==> src/rtl/mem_port_arbiter_pkg.sv <==
// Shared encodings and defaults for the memory port arbiter and its owner FIFO.
package mem_port_arbiter_pkg;

  localparam logic OWNER_INST = 1'b0;
  localparam logic OWNER_DATA = 1'b1;

  localparam int DEFAULT_DEPTH = 2;

  typedef enum logic [1:0] {
    SIZE_BYTE = 2'd0,
    SIZE_HALF = 2'd1,
    SIZE_WORD = 2'd2
  } size_e;

  typedef struct packed {
    logic owner;
    logic discard;
  } owner_ent_t;

endpackage

==> src/rtl/mem_port_arbiter_arb_owner_fifo.sv <==
// In-order FIFO of {owner, discard} for outstanding bus transactions; head visible same cycle.
// Push ignored when full, pop ignored when empty; i_cancel marks every stored inst entry discarded.
module arb_owner_fifo
  import mem_port_arbiter_pkg::*;
#(
  parameter int DEPTH = DEFAULT_DEPTH
) (
  input  logic       clk,
  input  logic       reset,
  input  logic       i_push,
  input  owner_ent_t i_push_ent,
  input  logic       i_pop,
  input  logic       i_cancel,
  output logic       o_full,
  output logic       o_empty,
  output owner_ent_t o_head
);

  localparam int PW = (DEPTH > 1) ? $clog2(DEPTH) : 1;
  localparam int CW = $clog2(DEPTH + 1);

  owner_ent_t     r_mem [DEPTH];
  logic [PW-1:0]  r_wr_ptr;
  logic [PW-1:0]  r_rd_ptr;
  logic [CW-1:0]  r_count;
  logic           w_push;
  logic           w_pop;

  function automatic logic [PW-1:0] ptr_inc(input logic [PW-1:0] p);
    return (p == PW'(DEPTH - 1)) ? '0 : p + PW'(1);
  endfunction

  assign o_full  = (r_count == CW'(DEPTH));
  assign o_empty = (r_count == '0);
  assign o_head  = r_mem[r_rd_ptr];
  assign w_push  = i_push & ~o_full;
  assign w_pop   = i_pop & ~o_empty;

  always_ff @(posedge clk) begin
    if (reset) begin
      r_wr_ptr <= '0;
      r_rd_ptr <= '0;
      r_count  <= '0;
      for (int i = 0; i < DEPTH; i++) begin
        r_mem[i] <= '0;
      end
    end else begin
      // Stale slots may also get flagged; they are rewritten on their next push.
      for (int i = 0; i < DEPTH; i++) begin
        if (i_cancel && r_mem[i].owner == OWNER_INST) begin
          r_mem[i].discard <= 1'b1;
        end
      end
      if (w_push) begin
        r_mem[r_wr_ptr] <= i_push_ent;
        r_wr_ptr        <= ptr_inc(r_wr_ptr);
      end
      if (w_pop) begin
        r_rd_ptr <= ptr_inc(r_rd_ptr);
      end
      case ({w_push, w_pop})
        2'b10:   r_count <= r_count + CW'(1);
        2'b01:   r_count <= r_count - CW'(1);
        default: r_count <= r_count;
      endcase
    end
  end

endmodule

==> src/rtl/mem_port_arbiter.sv <==
// Shares one memory port between fetch and load/store; zero-latency address mux, responses routed via owner FIFO.
// Stalls both requesters while DEPTH transactions are outstanding; MEM_ARB_RR_EN selects round-robin over data priority.
module mem_port_arbiter
  import mem_port_arbiter_pkg::*;
#(
  parameter int DEPTH = DEFAULT_DEPTH
) (
  input  logic        clk,
  input  logic        reset,
  input  logic        inst_cancel,
  input  logic        inst_req,
  input  logic [31:0] inst_addr,
  output logic        inst_addr_ok,
  output logic        inst_data_ok,
  output logic [31:0] inst_rdata,
  input  logic        data_req,
  input  logic        data_wr,
  input  logic [1:0]  data_size,
  input  logic [3:0]  data_wstrb,
  input  logic [31:0] data_addr,
  input  logic [31:0] data_wdata,
  output logic        data_addr_ok,
  output logic        data_data_ok,
  output logic [31:0] data_rdata,
  output logic        mem_req,
  output logic        mem_wr,
  output logic [1:0]  mem_size,
  output logic [3:0]  mem_wstrb,
  output logic [31:0] mem_addr,
  output logic [31:0] mem_wdata,
  input  logic        mem_addr_ok,
  input  logic        mem_data_ok,
  input  logic [31:0] mem_rdata
);

  logic       w_grant;
  logic       w_full;
  logic       w_empty;
  logic       w_push;
  logic       w_pop;
  owner_ent_t w_push_ent;
  owner_ent_t w_head;

`ifdef MEM_ARB_RR_EN
  logic r_rr_ptr;

  always_ff @(posedge clk) begin
    if (reset) begin
      r_rr_ptr <= OWNER_INST;
    end else if (w_push) begin
      r_rr_ptr <= ~w_grant;
    end
  end

  assign w_grant = (data_req && (!inst_req || r_rr_ptr == OWNER_DATA)) ? OWNER_DATA : OWNER_INST;
`else
  assign w_grant = data_req ? OWNER_DATA : OWNER_INST;
`endif

  // No bypass when full: a same-cycle pop does not free a slot until the next cycle.
  assign mem_req = (inst_req | data_req) & ~w_full & ~reset;
  assign w_push  = mem_req & mem_addr_ok;

  always_comb begin
    mem_wr    = 1'b0;
    mem_size  = SIZE_WORD;
    mem_wstrb = 4'h0;
    mem_addr  = inst_addr;
    mem_wdata = 32'h0;
    if (w_grant == OWNER_DATA) begin
      mem_wr    = data_wr;
      mem_size  = data_size;
      mem_wstrb = data_wr ? data_wstrb : 4'h0;
      mem_addr  = data_addr;
      mem_wdata = data_wdata;
    end
  end

  assign inst_addr_ok = w_push & (w_grant == OWNER_INST);
  assign data_addr_ok = w_push & (w_grant == OWNER_DATA);

  assign w_push_ent.owner   = w_grant;
  assign w_push_ent.discard = (w_grant == OWNER_INST) & inst_cancel;

  arb_owner_fifo #(
    .DEPTH(DEPTH)
  ) u_owner_fifo (
    .clk        (clk),
    .reset      (reset),
    .i_push     (w_push),
    .i_push_ent (w_push_ent),
    .i_pop      (w_pop),
    .i_cancel   (inst_cancel),
    .o_full     (w_full),
    .o_empty    (w_empty),
    .o_head     (w_head)
  );

  assign w_pop        = mem_data_ok & ~w_empty & ~reset;
  assign inst_data_ok = w_pop & (w_head.owner == OWNER_INST) & ~w_head.discard;
  assign data_data_ok = w_pop & (w_head.owner == OWNER_DATA);
  assign inst_rdata   = mem_rdata;
  assign data_rdata   = mem_rdata;

endmodule

==> config.mk <==
export PLATFORM = sky130hd
export DESIGN_NAME = mem_port_arbiter
export DESIGN_NICKNAME = d
export VERILOG_FILES = /design/src/rtl/mem_port_arbiter_pkg.sv /design/src/rtl/mem_port_arbiter_arb_owner_fifo.sv /design/src/rtl/mem_port_arbiter.sv
export SDC_FILE = /design/constraint.sdc
export NUM_CORES = 1
export LEC_CHECK = 0
export ABC_AREA = 1
export CAP_MARGIN = 20
export CORE_AREA = 2 2 111 113
export CTS_BUF_LIST = sky130_fd_sc_hd__clkbuf_16
export DETAILED_ROUTE_END_ITERATION = 6
export DIE_AREA = 0 0 113 115
export HOLD_SLACK_MARGIN = 0.12
export PLACE_DENSITY = 0.58
export SKIP_CTS_REPAIR_TIMING = 1
export SLEW_MARGIN = 5
export SYNTH_ARGS = -nofsm -noshare
export SYNTH_HDL_FRONTEND = slang
export SYNTH_SLANG_ARGS = --single-unit
==> constraint.sdc <==
create_clock -name clk -period 2.11 [get_ports clk]
set_input_delay 0.5275 -clock clk [delete_from_list [all_inputs] [get_ports clk]]
set_output_delay 0.5275 -clock clk [all_outputs]
set_load 0.01 [all_outputs]
### Word-level counts from Yosys, hierarchy flattened

Memories as Yosys holds them, arrays and structs flattened. A register that Yosys moved wholly into a read port is not among the register bits.
Cells that the tools add are included.

* bits in registers: 4
* bits in writable memories: 4
* input bits: 142
* output and inout port bits: 140
* word-level logic and storage cells: 64
* memories kept: 1

Memories
* u_owner_fifo.r_mem: words 2, bits a word 2, read ports 3, clocked after Yosys merged registers in 1, wr ports 3, line mem_port_arbiter_arb_owner_fifo.sv:22 `owner_ent_t r_mem [DEPTH];`

* add/sub/neg operators: 4
* eq/ne operators: 3
* mux-type cells: 25
* bitwise gates (word level): 24
* reductions and logical operators: 4

Operators by type and width (number)
* 2-to-1 mux 32 bit: 2
* 2-to-1 mux 1 bit: 19
* bitwise AND 1 bit: 13
* 2-to-1 mux 4 bit: 2
* inverter 1 bit: 8
* equality test 2 bit (second input constant): 2
* one-hot mux 2 bit (2 select lines): 1
* OR 1 bit: 3
* adder 1 bit (second input constant): 2
* adder 2 x 1 -> 2 bit (second input constant): 1
* equality test 2 x 1 -> 1 bit (second input constant): 1
* logical AND 1 bit: 2
* logical NOT 2 bit: 1
* 2-to-1 mux 2 bit: 1
* nonzero test 2 bit: 1
* subtractor 2 x 1 -> 2 bit (second input constant): 1

### Logic depth before layout (Yosys ltp)

* depth after elaboration: 9
* gate-level depth with buffers: 9
* mapped depth without buffers: 9

### Hierarchy

A second synthesis with hierarchy kept.

* cell total of the unflattened synthesis: 332
* area, all modules: 1806.7 um2

By module, submodules not included
* mem_port_arbiter: instances 1, cells an instance 267, area each 1320.0 um2, sequential area each 0.0 um2
* arb_owner_fifo: instances 1, cells an instance 65, area each 486.7 um2, sequential area each 220.2 um2

### Least setup slack after synthesis

No wires, ideal clock.

* kind: input-to-reg
* start: input data_req
* end: register u_owner_fifo.r_count[1]
* arrival: 1.542 ns
* required time: 1.995 ns
* path slack: 0.453 ns
* cell stages on the path: 8
* path through: buf_4 > nor2_8 > nor2_8 > nand3_4 > ha_1 > or2_2 > a31oi_1 > nor2_1

* cells in the longest elaborated chain, start to end: 7
* elaborated cells between the ends (all ways): 9
* classes of those cells: eq/ne: 2; mux: 1; bitwise: 5; reduce/logical: 1

Ends and longest elaborated chain
* start, declared: line mem_port_arbiter.sv:16 `input logic data_req,`
* OR 1 bit *: line mem_port_arbiter.sv:61 `assign mem_req = (inst_req | data_req) & ~w_full & ~reset;`
* bitwise AND 1 bit * (2 in series): line mem_port_arbiter.sv:61
* bitwise AND 1 bit *: line mem_port_arbiter.sv:62 `assign w_push = mem_req & mem_addr_ok;`
* bitwise AND 1 bit *: line mem_port_arbiter_arb_owner_fifo.sv:36 `assign w_push = i_push & ~o_full;`
* equality test 2 x 1 -> 1 bit or equality test 2 bit (tied branches): line mem_port_arbiter_arb_owner_fifo.sv:61 `case ({w_push, w_pop})`
* one-hot mux 2 bit (2 select lines) or nonzero test 2 bit (tied branches)
* end signal, assigned: line mem_port_arbiter_arb_owner_fifo.sv:62 `2'b10: r_count <= r_count + CW'(1);`
* end signal, assigned: line mem_port_arbiter_arb_owner_fifo.sv:63 `2'b01: r_count <= r_count - CW'(1);`
* end signal, assigned: line mem_port_arbiter_arb_owner_fifo.sv:64 `default: r_count <= r_count;`
* end, declared: line mem_port_arbiter_arb_owner_fifo.sv:25 `logic [CW-1:0] r_count;`

Every way passes the cells marked *; elsewhere a longest branch is shown, timed or not.
A chain may end at the register's enable or synchronous reset.

### Final worst setup path

* start: input mem_data_ok
* end: output inst_data_ok

* cells in the longest elaborated chain, start to end: 4

Ends and longest elaborated chain
* start, declared: line mem_port_arbiter.sv:32 `input logic mem_data_ok,`
* bitwise AND 1 bit (2 in series): line mem_port_arbiter.sv:99 `assign w_pop = mem_data_ok & ~w_empty & ~reset;`
* bitwise AND 1 bit (2 in series): line mem_port_arbiter.sv:100 `assign inst_data_ok = w_pop & (w_head.owner == OWNER_INST) & ~w_head.discard;`
* end, declared: line mem_port_arbiter.sv:14 `output logic inst_data_ok,`

No other way between the ends.

==> results by group <==
Outcome
  • Status: complete, but fails checks
  • Violations in the final reports: DRC

Synthesis
  • Post-synth EDFFs: 4
  • Share of synthesized area occupied by flip-flops and latches: 0.1254
  • Warning count from the yosys run: 0
  • FF+latch count, synth: 9
  • Share of flip-flops with an asynchronous set or reset: 0
  • Most instantiated flip-flop cell in the synthesis netlist: dfxtp_1
  • Multiplexer area fraction after synthesis: 0.005702
  • Area share of the largest cell type after synthesis: 0.3100
  • Top post-synthesis cells by area: nand2_1 31%, buf_4 29%, inv_1 9.8%
  • Most repeated cell in the gate-level netlist after synthesis: nand2_1
  • Top cell type by total area after synthesis: nand2_1
  • Count of cell types in the netlist: 23
  • Post-synthesis cell area: 1755 um2
  • Post-synth net total: roughly 460
  • XOR/XNOR Fraction of Synth Area: 0.004989
  • Avg Synthesized Cell Area: ~5.6 um2
  • Combinational family with the most area after synthesis: simple AND/OR/NAND/NOR gates
  • Area share of fa/ha/maj cells after synthesis: 0.007128
  • Synthesized-area fraction occupied by ao, oa, aoi and oai cells: 0.02210
  • Top post-synthesis cells by count: 145 x nand2_1, 68 x buf_4, 46 x inv_1
  • Share of synthesized cell area in and, or, nand and nor gates: 0.4227
  • Post-synthesis cell count: ~320

Timing
  • Post-route clock period utilization: 0.9352
  • Period minus WS final: 1.973 ns
  • Worst-margin pin slew: 0.3391 ns
  • Setup repair after global routing missed its margin: no
  • Max_slew headroom: 0.7736
  • Maximum clock skew at final layout: 0.0005876 ns
  • Count of pins over their slew limit: 0
  • Maximum clock frequency: 0.5068 GHz
  • Final Hold Fails: 0
  • Min Hold Slack: roughly 0.5 ns
  • Count of final setup violators: 0

Routing
  • Mean number of vias per cell: 3.771
  • Routed length per placed instance: 11.70 um
  • Antenna-violating nets left: 0
  • Drt first pass iters: 6
  • Initial detailed-routing violation count: 57
  • Total Routed Length: 7008 um
  • Number of design rule violations left after detail routing: 13
  • Total number of vias: 2259

GRT
  • Vias in the first global route: 2107
  • Largest net degree at the start of global routing: 30
  • Total gr overflow: 0
  • Global-route wire length before repair: 9708 um
  • Total routing usage reported by global routing: 0.09138
  • Initial antenna violation count: 0

Final layout
  • Fillcell total: 1273
  • Non-filler instance count after layout: 599
  • Share of post-route cells with drive strength above 1: 0.08186
  • Net count of the finished layout: roughly 600
  • Multi-input logic area: 812.0 um2
  • Area growth from synthesis to layout: 114.3%
  • Final std cell area, no fill: 3761 um2
  • Finished Core Util: 0.3184
  • Footprint of the flip-flops and latches: 220.2 um2
  • Number of diodes added for antenna fixing: 0

Die
  • CORE AREA: ~12000 um2
  • DIE WIDTH: 113 um
  • Count of pins on the block boundary: approximately 280
  • Die Span Y: around 120 um
  • Total die area: ~13000 um2
  • Initial core utilization: 0.1486
  • Standard-cell rows: 40

Power
  • VDD IR max: about 0.00018 V
  • Overall power: roughly 1.2 mW
  • Leak pwr: 2.777 nW
  • Power density of the placed cells: 314.8 nW/um2

Critical path
  • Crit end category: primary output
  • CP Data Required Time: 1.58 ns
  • Launching element type of the critical path: input pin
  • Launch instance of the worst register-to-register path: u_owner_fifo.r_count[0]
  • Data arrival time of the critical path: 1.45 ns
  • Critical path launch point: mem_data_ok
  • Worst Path Max Fanout: 3
  • Kind of critical path: input pin to primary output

Clock network
  • Skew-Pair Late Insertion Delay: 0.24 ns
  • Library cell used as clock root buffer: clkbuf_16
  • Total CTS buffers: 3
  • Clock sink count: 9
  • Register clock-pin slew on the reported worst setup and hold paths: about 0.04 ns
  • TritonCTS clock tree: yes
  • Maximum clock path buffer count: 2
  • H-tree levels: 1

Placed design
  • Weighted congestion at the end of routability-driven global placement: around 0.80
  • Number of cells in the design after placement: 591
  • Input/output buffers: 185
  • Area of placed instances: 3416 um2
  • Detailed-placement wirelength estimate: 5801 um

Min path
  • Hold WC Path Type: register to register
  • Hold Startpoint: u_owner_fifo.r_count[0]

Run
  • Max-cap viol count: 0
-- layer usage --
metal / GRT usage / vias to the layer above / routed length (um)
met1: 0.09593 / 950 / 2456
li1: - / 1124 / -
met2: 0.1565 / 170 / 3378
met4: 0.03984 / 0 / 134
met5: 0 / - / 0
met3: 0.04428 / 15 / 1039
-- path summary, 6_finish.rpt --
check | to | slack (ns) | cells past startpoint
setup / recovery | inst_data_ok | 0.14 | 6
hold / removal | u_owner_fifo.r_count[0] | 0.50 | 1
setup reg to reg | u_owner_fifo.r_count[1] | 0.48 | 8
hold reg to reg | u_owner_fifo.r_count[0] | 0.50 | 1
-- layout make-up --
type	instances	area share
clock buffer	3	0.01996
clock inverter	1	0.0009980
inverter	48	0.04790
multi-input combinational	184	0.2159
sequential	9	0.05855
tap	147	0.04890
timing repair buffer	207	0.6078
-- power by group --
group | leakage [nW] | internal (mW) | switching [mW]
sequential | 0.0833 | 0.199 | 0.0108
clock | 0.0423 | 0.248 | 0.0864
combinational | 2.65 | 0.397 | 0.243
-- per-stage QoR --
| stage | worst slack, ns | setup TNS [ns] |
|---|---|---|
| floorplan | 0.4526 | 0 |
| global placement | -0.3917 | -8.299 |
| detailed placement | -0.4418 | -9.061 |
| CTS | -0.4539 | -9.070 |
| global route | 0.04818 | 0 |
| finish | 0.1368 | 0 |
-- cell families after synthesis --
kind of cell | count (synthesis)
flops | 9
simple gates | 174
xor+xnor | 1
compound gates | 7
buf+inv | 123
mux | 1
fa+ha+maj | 1
-- worst max-delay path, stage by stage --
cell	delay (ns)
clkdlybuf4s50_1	0.45
o21ai_1	0.08
inv_1	0.07
nand2_1	0.07
nor2_1	0.11
clkbuf_2	0.14
-- cell usage in the layout (no fill, tap or decap) --
cell type	Yosys	final
a211oi_1	1	1
clkbuf_2	0	1
nor2_2	1	1
a31oi_1	1	1
nand2_4	1	1
nor2_8	2	2
nand4_4	1	1
or2_2	2	2
inv_1	46	47
dfxtp_1	5	5
nand2_1	145	145
nor2_1	17	17
nand4_1	4	4
buf_12	0	3
inv_2	2	2
a21oi_1	2	2
o21ai_1	0	1
ha_1	1	1
o21ai_0	3	2
buf_4	68	15
mux2i_1	1	1
clkdlybuf4s50_1	0	106
buf_6	0	3
dlymetal6s2s_1	0	77
clkbuf_16	0	5
edfxtp_1	4	4
xor2_1	1	1
nand3_4	1	1
(Power assumes the default switching activity.)
